==> src/rtl/core_ctrl_if.sv <==
// Data-memory handshake between the control sequencer and the memory port.
interface core_ctrl_if;
    logic mem_req;
    logic mem_we;
    logic mem_ready;

    modport master (
        output mem_req,
        output mem_we,
        input  mem_ready
    );

    modport slave (
        input  mem_req,
        input  mem_we,
        output mem_ready
    );
endinterface

==> src/rtl/core_ctrl.sv <==
// Multi-cycle control sequencer for the RV32 datapath: FETCH/EXEC/MEM/HALT,
// with a retired-instruction counter and a data-memory watchdog.
module core_ctrl #(
    parameter int unsigned MEM_TIMEOUT = 16,
    parameter int unsigned CNT_W       = 32
) (
    input  logic             clk,
    input  logic             reset,
    input  logic [31:0]      instr,
    input  logic             alu_zero,
    core_ctrl_if.master      mem,
    output logic             pc_en,
    output logic             PCSrc,
    output logic             ResultSrc,
    output logic [2:0]       ALUControl,
    output logic             ALUSrc,
    output logic [2:0]       ImmSrc,
    output logic             RegWrite,
    output logic             Branch,
    output logic             RegSrc,
    output logic             halted,
    output logic             err_timeout,
    output logic [CNT_W-1:0] instret
);

    localparam logic [6:0] OpR      = 7'b0110011;
    localparam logic [6:0] OpI      = 7'b0010011;
    localparam logic [6:0] OpLoad   = 7'b0000011;
    localparam logic [6:0] OpStore  = 7'b0100011;
    localparam logic [6:0] OpBranch = 7'b1100011;

    localparam logic [7:0] TmoLast = 8'(MEM_TIMEOUT - 1);

    typedef enum logic [1:0] {StFetch, StExec, StMem, StHalt} state_e;

    state_e           state_q, state_d;
    logic             is_store_q, is_store_d;
    logic [7:0]       tmo_cnt_q, tmo_cnt_d;
    logic             err_timeout_q, err_timeout_d;
    logic [CNT_W-1:0] instret_q;
    logic             retire;
    logic             mem_req_c;
    logic             mem_we_c;

    logic [6:0] opcode;
    logic [2:0] funct3;
    logic       funct7_5;
    logic [2:0] alu_fn;
    logic       alu_fn_ok;
    logic       unused_instr;

    assign opcode       = instr[6:0];
    assign funct3       = instr[14:12];
    assign funct7_5     = instr[30];
    assign unused_instr = ^{instr[31], instr[29:15], instr[11:7]};

    // ALU function from funct3; funct7[5] selects sub only for R-type add.
    always_comb begin
        alu_fn    = 3'b000;
        alu_fn_ok = 1'b1;
        case (funct3)
            3'b000:  alu_fn = (opcode == OpR && funct7_5) ? 3'b001 : 3'b000;
            3'b111:  alu_fn = 3'b010;
            3'b110:  alu_fn = 3'b011;
            3'b010:  alu_fn = 3'b101;
            default: alu_fn_ok = 1'b0;
        endcase
    end

    // Next-state and control outputs; every strobe defaults low.
    always_comb begin
        state_d       = state_q;
        is_store_d    = is_store_q;
        tmo_cnt_d     = tmo_cnt_q;
        err_timeout_d = err_timeout_q;
        retire        = 1'b0;
        pc_en         = 1'b0;
        PCSrc         = 1'b0;
        ResultSrc     = 1'b0;
        ALUControl    = 3'b000;
        ALUSrc        = 1'b0;
        ImmSrc        = 3'b000;
        RegWrite      = 1'b0;
        Branch        = 1'b0;
        mem_req_c     = 1'b0;
        mem_we_c      = 1'b0;
        halted        = 1'b0;
        unique case (state_q)
            StFetch: state_d = StExec;
            StExec: begin
                case (opcode)
                    OpR, OpI: begin
                        if (alu_fn_ok) begin
                            ALUSrc     = (opcode == OpI);
                            ALUControl = alu_fn;
                            RegWrite   = 1'b1;
                            pc_en      = 1'b1;
                            retire     = 1'b1;
                            state_d    = StFetch;
                        end else begin
                            state_d = StHalt;
                        end
                    end
                    OpLoad, OpStore: begin
                        ALUSrc     = 1'b1;
                        ImmSrc     = (opcode == OpStore) ? 3'b001 : 3'b000;
                        is_store_d = (opcode == OpStore);
                        tmo_cnt_d  = 8'd0;
                        state_d    = StMem;
                    end
                    OpBranch: begin
                        if (funct3 == 3'b000 || funct3 == 3'b001) begin
                            ALUControl = 3'b001;
                            ImmSrc     = 3'b010;
                            Branch     = 1'b1;
                            // bne (funct3[0]=1) takes the branch when not zero
                            PCSrc      = alu_zero ^ funct3[0];
                            pc_en      = 1'b1;
                            retire     = 1'b1;
                            state_d    = StFetch;
                        end else begin
                            state_d = StHalt;
                        end
                    end
                    default: state_d = StHalt;
                endcase
            end
            StMem: begin
                ALUSrc    = 1'b1;
                ImmSrc    = is_store_q ? 3'b001 : 3'b000;
                mem_req_c = 1'b1;
                mem_we_c  = is_store_q;
                // A ready arriving on the last watchdog cycle still completes.
                if (mem.mem_ready) begin
                    RegWrite  = ~is_store_q;
                    ResultSrc = ~is_store_q;
                    pc_en     = 1'b1;
                    retire    = 1'b1;
                    state_d   = StFetch;
                end else if (tmo_cnt_q == TmoLast) begin
                    err_timeout_d = 1'b1;
                    state_d       = StHalt;
                end else begin
                    tmo_cnt_d = tmo_cnt_q + 8'd1;
                end
            end
            StHalt: halted = 1'b1;
        endcase
    end

    // State registers with synchronous active-low reset.
    always_ff @(posedge clk) begin
        if (!reset) begin
            state_q       <= StFetch;
            is_store_q    <= 1'b0;
            tmo_cnt_q     <= 8'd0;
            err_timeout_q <= 1'b0;
            instret_q     <= '0;
        end else begin
            state_q       <= state_d;
            is_store_q    <= is_store_d;
            tmo_cnt_q     <= tmo_cnt_d;
            err_timeout_q <= err_timeout_d;
            if (retire) begin
                instret_q <= instret_q + CNT_W'(1);
            end
        end
    end

    assign mem.mem_req = mem_req_c;
    assign mem.mem_we  = mem_we_c;
    assign RegSrc      = 1'b0;
    assign err_timeout = err_timeout_q;
    assign instret     = instret_q;

endmodule

==> src/flat_wrapper.sv <==
// flat-port wrapper written by rule: the top's interface ports become plain ports
module core_ctrl_flat 
#(
    parameter int unsigned MEM_TIMEOUT = 16,
    parameter int unsigned CNT_W       = 32
)
  (clk, reset, instr, alu_zero, pc_en, PCSrc, ResultSrc, ALUControl, ALUSrc, ImmSrc, RegWrite, Branch, RegSrc, halted, err_timeout, instret, mem_mem_req, mem_mem_we, mem_mem_ready);
  core_ctrl_if mem_i ();
  input  logic clk;
  input  logic reset;
  input  logic [31:0] instr;
  input  logic alu_zero;
  output logic pc_en;
  output logic PCSrc;
  output logic ResultSrc;
  output logic [2:0] ALUControl;
  output logic ALUSrc;
  output logic [2:0] ImmSrc;
  output logic RegWrite;
  output logic Branch;
  output logic RegSrc;
  output logic halted;
  output logic err_timeout;
  output logic [CNT_W-1:0] instret;
  output wire logic [$bits(mem_i.mem_req)-1:0] mem_mem_req;
  output wire logic [$bits(mem_i.mem_we)-1:0] mem_mem_we;
  input wire logic [$bits(mem_i.mem_ready)-1:0] mem_mem_ready;
  assign mem_mem_req = mem_i.mem_req;
  assign mem_mem_we = mem_i.mem_we;
  assign mem_i.mem_ready = mem_mem_ready;
  core_ctrl #(.MEM_TIMEOUT(MEM_TIMEOUT), .CNT_W(CNT_W)) u_core (.clk(clk), .reset(reset), .instr(instr), .alu_zero(alu_zero), .mem(mem_i), .pc_en(pc_en), .PCSrc(PCSrc), .ResultSrc(ResultSrc), .ALUControl(ALUControl), .ALUSrc(ALUSrc), .ImmSrc(ImmSrc), .RegWrite(RegWrite), .Branch(Branch), .RegSrc(RegSrc), .halted(halted), .err_timeout(err_timeout), .instret(instret));
endmodule
==> config.mk <==
export PLATFORM = sky130hd
export DESIGN_NAME = core_ctrl_flat
export DESIGN_NICKNAME = d
export VERILOG_FILES = /design/src/rtl/core_ctrl_if.sv /design/src/rtl/core_ctrl.sv /design/src/flat_wrapper.sv
export SDC_FILE = /design/constraint.sdc
export NUM_CORES = 1
export LEC_CHECK = 0
export CAP_MARGIN = 20
export CORE_MARGIN = 5
export CORE_UTILIZATION = 30
export DETAILED_ROUTE_END_ITERATION = 10
export SKIP_LAST_GASP = 1
export SYNTH_ARGS = -nofsm -noshare
export SYNTH_HDL_FRONTEND = slang
export SYNTH_SLANG_ARGS = --single-unit
==> constraint.sdc <==
create_clock -name clk -period 3.15 [get_ports clk]
set_clock_uncertainty 0.05 [all_clocks]
set_input_delay 0.7875 -clock clk [delete_from_list [all_inputs] [get_ports clk]]
set_output_delay 0.7875 -clock clk [all_outputs]
set_load 0.01 [all_outputs]
Word-level counts from Yosys, hierarchy flattened:

Cells that the tools add are included.
W data, S select, Z words.

* bits in registers: 44
* input port bits: 36
* output and inout port bits: 49
* logic and storage cells: 82

* $add $sub $neg: 2
* equal/unequal tests: 17
* mux-type cells: 42
* bitwise logic cells: 3
* reductions and logical operators: 13

Operator list (count)
* $add A32 B1 Y32 const B: 1
* $mux W8: 3
* $mux W1: 20
* $pmux W3 S2: 3
* $pmux W8 S2: 1
* $eq A7 B6 Y1 const B: 2
* $pmux W2 S3: 2
* $pmux W3 S4: 1
* $mux W2: 5
* $pmux W1 S2: 5
* $add A8 B1 Y8 const B: 1
* $eq A8 B4 Y1 const B: 1
* $eq A7 B2 Y1 const B: 1
* $eq A7 B5 Y1 const B: 1
* $eq A7 B7 Y1 const B: 1
* $eq A3 B3 Y1 const B: 2
* $mux W3: 2
* $ne A2 B2 Y1 const B: 3
* $eq A2 B2 Y1 const B: 2
* $reduce_and A2 Y1: 2
* $reduce_and A4 Y1: 1
* $reduce_or A2 Y1: 2
* $reduce_or A4 Y1: 1
* $eq A3 B1 Y1 const B: 1
* other kinds (12): 13

Longest topological paths before layout:

* word-level depth: 7
* gate-level depth with buffers: 9

Least setup slack after synthesis:

Ideal clock, no wire load.

* path type: input to output
* start: input port instr[14]
* end: output port pc_en
* data arrival time: 2.084 ns
* required time: 2.312 ns
* slack: 0.228 ns
* stages on the path: 5
* cells stage by stage: or3b_1 > nand3b_1 > a211o_1 > clkbuf_1 > nand2_1

* cells in the longest elaborated chain, start to end: 6

RTL lines
* start, declared: RTL line flat_wrapper.sv:11 `input logic [31:0] instr;`
* $eq A3 B3 Y1 (tied with other cells): RTL line core_ctrl.sv:61 `case (funct3)`
* $reduce_or A4 Y1 (no line)
* $mux W1: RTL line core_ctrl.sv:61
* $mux W1: RTL line core_ctrl.sv:93 `if (alu_fn_ok) begin`
* $pmux W1 S2 *: RTL line core_ctrl.sv:91 `case (opcode)`
* $pmux W1 S2 *: RTL line core_ctrl.sv:88 `unique case (state_q)`
* end, declared: RTL line flat_wrapper.sv:13 `output logic pc_en;`

Mark *: on every way between the ends. The rest lies on a longest branch, timed or not.

Worst setup path after layout:

Ends and elaborated chain as after synthesis.

==> flow_summary.ini <==
[sta]
relSlewSlack_pct = 59.98
fin_crit_sh_pct = 97.43
layout_setup_ws_ns = 0.08090
post-route-min-period_ns = 3.069
rsz0062_at_grt = no
maxSlewViolCount = 0
setup_viol = 0
hold_viol_final = 0
worstMarginPinSlew_ns = 0.6002
max_freq_mhz = 325.8

[die]
die_h_um = 104.8
row_count = 34
start_util_pct = 30.92
core_um2 = 8721
dieArea_um2 = 10980
io_pins = 85
dieWidth_um = 104.8

[synthesis]
synth_xor_xnor_area_share_pct = 1.299
synth_top_family_by_area = simple AND/OR/NAND/NOR gates
netlist_area_um2 = 2696
synth_top_area_share_pct = 32.67
syn_inst = 343
synth-compound-area-share_pct = 17.91
synth_top_area_cell = dfxtp_1
ys_async_sr_fraction_pct = 0
yosys_warnings = 0
synth-edff-count = 0
synthTopCellsByArea = dfxtp_1 (33%), mux2i_1 (11%), nand2_1 (7.8%)
synth-simple-area-share_pct = 29.93
synth_mux_area_share_pct = 11.18
syn_area_per_cell_um2 = 7.861
synth.yosys.seq_area_share_pct = 32.67
synthDistinctLibCells = 49
synthFlopType = dfxtp_1
ys_seq_elements = 44
synth_fa_ha_area_share_pct = 2.784

[grt]
grt_max_degree = 37
grt_pass1_wl_um = 12320
antenna_found_initial = 0
overflow = 0
groute.usage.overall_pct = 13.35
grt_pass1_vias = 2614

[worst_setup_path]
path_class = in2out
crit_family = simple AND/OR/NAND/NOR gates
cp_slowest_cell = or3b_4
critical_path_required_ns = 2.31
critPathArrivalTime_ns = 2.23
critPathLaunchType = input port
r2r-end = u_core.instret[22]
path_buf_inv = 3
critPathMaxFanout = 2
reg2reg_depth = 5
crit_path_end_kind = primary output
r2r_start = u_core.state_q[0]
rrSetupSlack_ns = 0.72
crit_chain = clkdlybuf4s15_1 -> or3b_4 -> nand3b_1 -> buf_4 -> a211o_1 -> nand2_1 -> buf_2
crit_path_max_incr_delay_ns = 0.40

[clocking]
ctsHtreeMaxLevel = 2
cts_num_sinks = 44
clk_latency_ns = 0.30
holdBufCountCts = 0
clockRootBuffer = clkbuf_8
clkTransAtPathRegs_ns = 0.08
cts_buffer_depth = 2
cts_buffers = 5
cts_tree = yes

[final_layout]
final_common_cell = nand2_1
final_net_count = 471
area_growth_pct = 37.08
antenna_cells = 0
regArea_um2 = 880.8
drive_gt1_share_pct = 14.19
fillers = 898
fin_util_pct = 42.38
multi_input_area_um2 = 1744
final_cell_mix = nand2_1 (55), dfxtp_1 (44), clkdlybuf4s50_1 (41), buf_4 (32), mux2i_1 (29)

[detailed_routing]
drt_iter0_markers = 135
wl_um = 7494
postRouteAntennaNets = 0
wire_per_inst_um = 13.93
drc = 0
num_vias = 2739
routed_via_density = 5.091
drt_pre_antenna_iters = 4

[placed_design]
gp_congestion = 0.8249
hpwl_um = 5436
numPortBuffers = 61
dp_slack_ns = -0.6846

[power_and_ir_drop]
powerDensity_nw_per_um2 = 298.9
p_leak_nw = 1.336
total_power_mw = 1.105
ir_drop_mv = 0.1209

[hold_path]
hold_depth = 2
whs_endpoint = u_core.instret[31]
min-delay-path-class = reg2reg
worstHoldStart = u_core.instret[31]

[job]
maxCapViolCount = 0

[outcome]
status = finished clean
## synth_stat cells, types with 2 or more instances
library cell  number
a2111o_1           2
a2111oi_2          4
a211o_1            3
a211oi_1           7
a21boi_1           2
a21oi_1           25
a31oi_1            3
and3_1             6
buf_4              2
clkbuf_1          12
dfxtp_1           44
ha_1               6
inv_1             11
mux2i_1           29
nand2_1           56
nand2b_1          27
nand3_1           19
nand4_1            8
nor2_1            22
nor3_1             4
nor4_1             2
o211ai_1           4
o21ai_0            9
o21ai_1            2
o31ai_1            3
or2_2              3
or3_1              4
xor2_1             3
## stage by stage
step	hold WS, ns	instances	setup TNS [ns]	cell area, um2
after floorplan	0.4083	344	0	2700
after global placement	0.4039	529	-8.086	3608
after detailed placement	0.4042	529	-8.765	3608
after CTS	0.4299	538	0	3687
after global routing	0.4534	538	0	3696
final	0.4282	538	0	3696
## cell type report
class / count / area share (%)
Inverter: 12 / 1.219
Sequential cell: 44 / 23.83
Clock inverter: 1 / 0.2370
Multi-Input combinational cell: 273 / 47.19
Timing Repair Buffer: 93 / 21.80
Tap cell: 108 / 3.656
Clock buffer: 7 / 2.065
## registers in the layout, indices dropped and copies added (netlist names)
name                cells
u_core.state_q          2
u_core.instret         32
u_core.is_store_q       1
u_core.err_timeout      1
u_core.tmo_cnt_q        8
## per-layer routing
metal / global-route usage [%] / vias up / wire (um)
met5: 0 / - / 0
met4: 4.475 / 0 / 130
met3: 3.268 / 13 / 298
met2: 22.26 / 48 / 3545
met1: 16.84 / 1283 / 3519
li1: - / 1395 / -
## kinds of logic (layout without fill, tap and decap cells)
logic type                 count (synthesis)  after routing
muxes                                     30             30
buffers and inverters                     27            113
DFF                                       44             44
other                                      1              2
AOI/OAI and AO/OA                         70             70
and+or+nand+nor                          161            161
xor gates and xnor gates                   4              4
adders and majority gates                  6              6
## where the power goes
part | internal (mW) | switching (mW) | total [mW]
sequential | 0.561 | 0.00668 | 0.568
combinational | 0.0712 | 0.107 | 0.178
clock | 0.159 | 0.200 | 0.359
## worst max-delay path by stage
stage               from       endpoint  slack (ns)  depth (start not counted)
3_3_place_gp    instr[0]  ALUControl[0]       -0.62                          8
5_1_grt        instr[14]          pc_en       0.007                          7
4_1_cts        instr[13]          pc_en       0.006                          7
3_5_place_dp    instr[0]  ALUControl[2]       -0.68                          9
6_report       instr[14]          pc_en        0.08                          7
2_1_floorplan  instr[14]          pc_en        0.23                          5
## tightest hold or removal path, cell delays in order (launching register included)
cell and delay, ns:
dfxtp_1 0.33, nand2_1 0.05, mux2i_1 0.05
## repair_timing
| item | 4_1_cts | 5_1_grt |
|---|---|---|
| resized for setup | 48 | 5 |
| pin swaps | 5 | 5 |
| endpoints found under the setup margin | 11 | 5 |
| setup buffers | 1 | 0 |
Power figures use the tool's default switching activity.
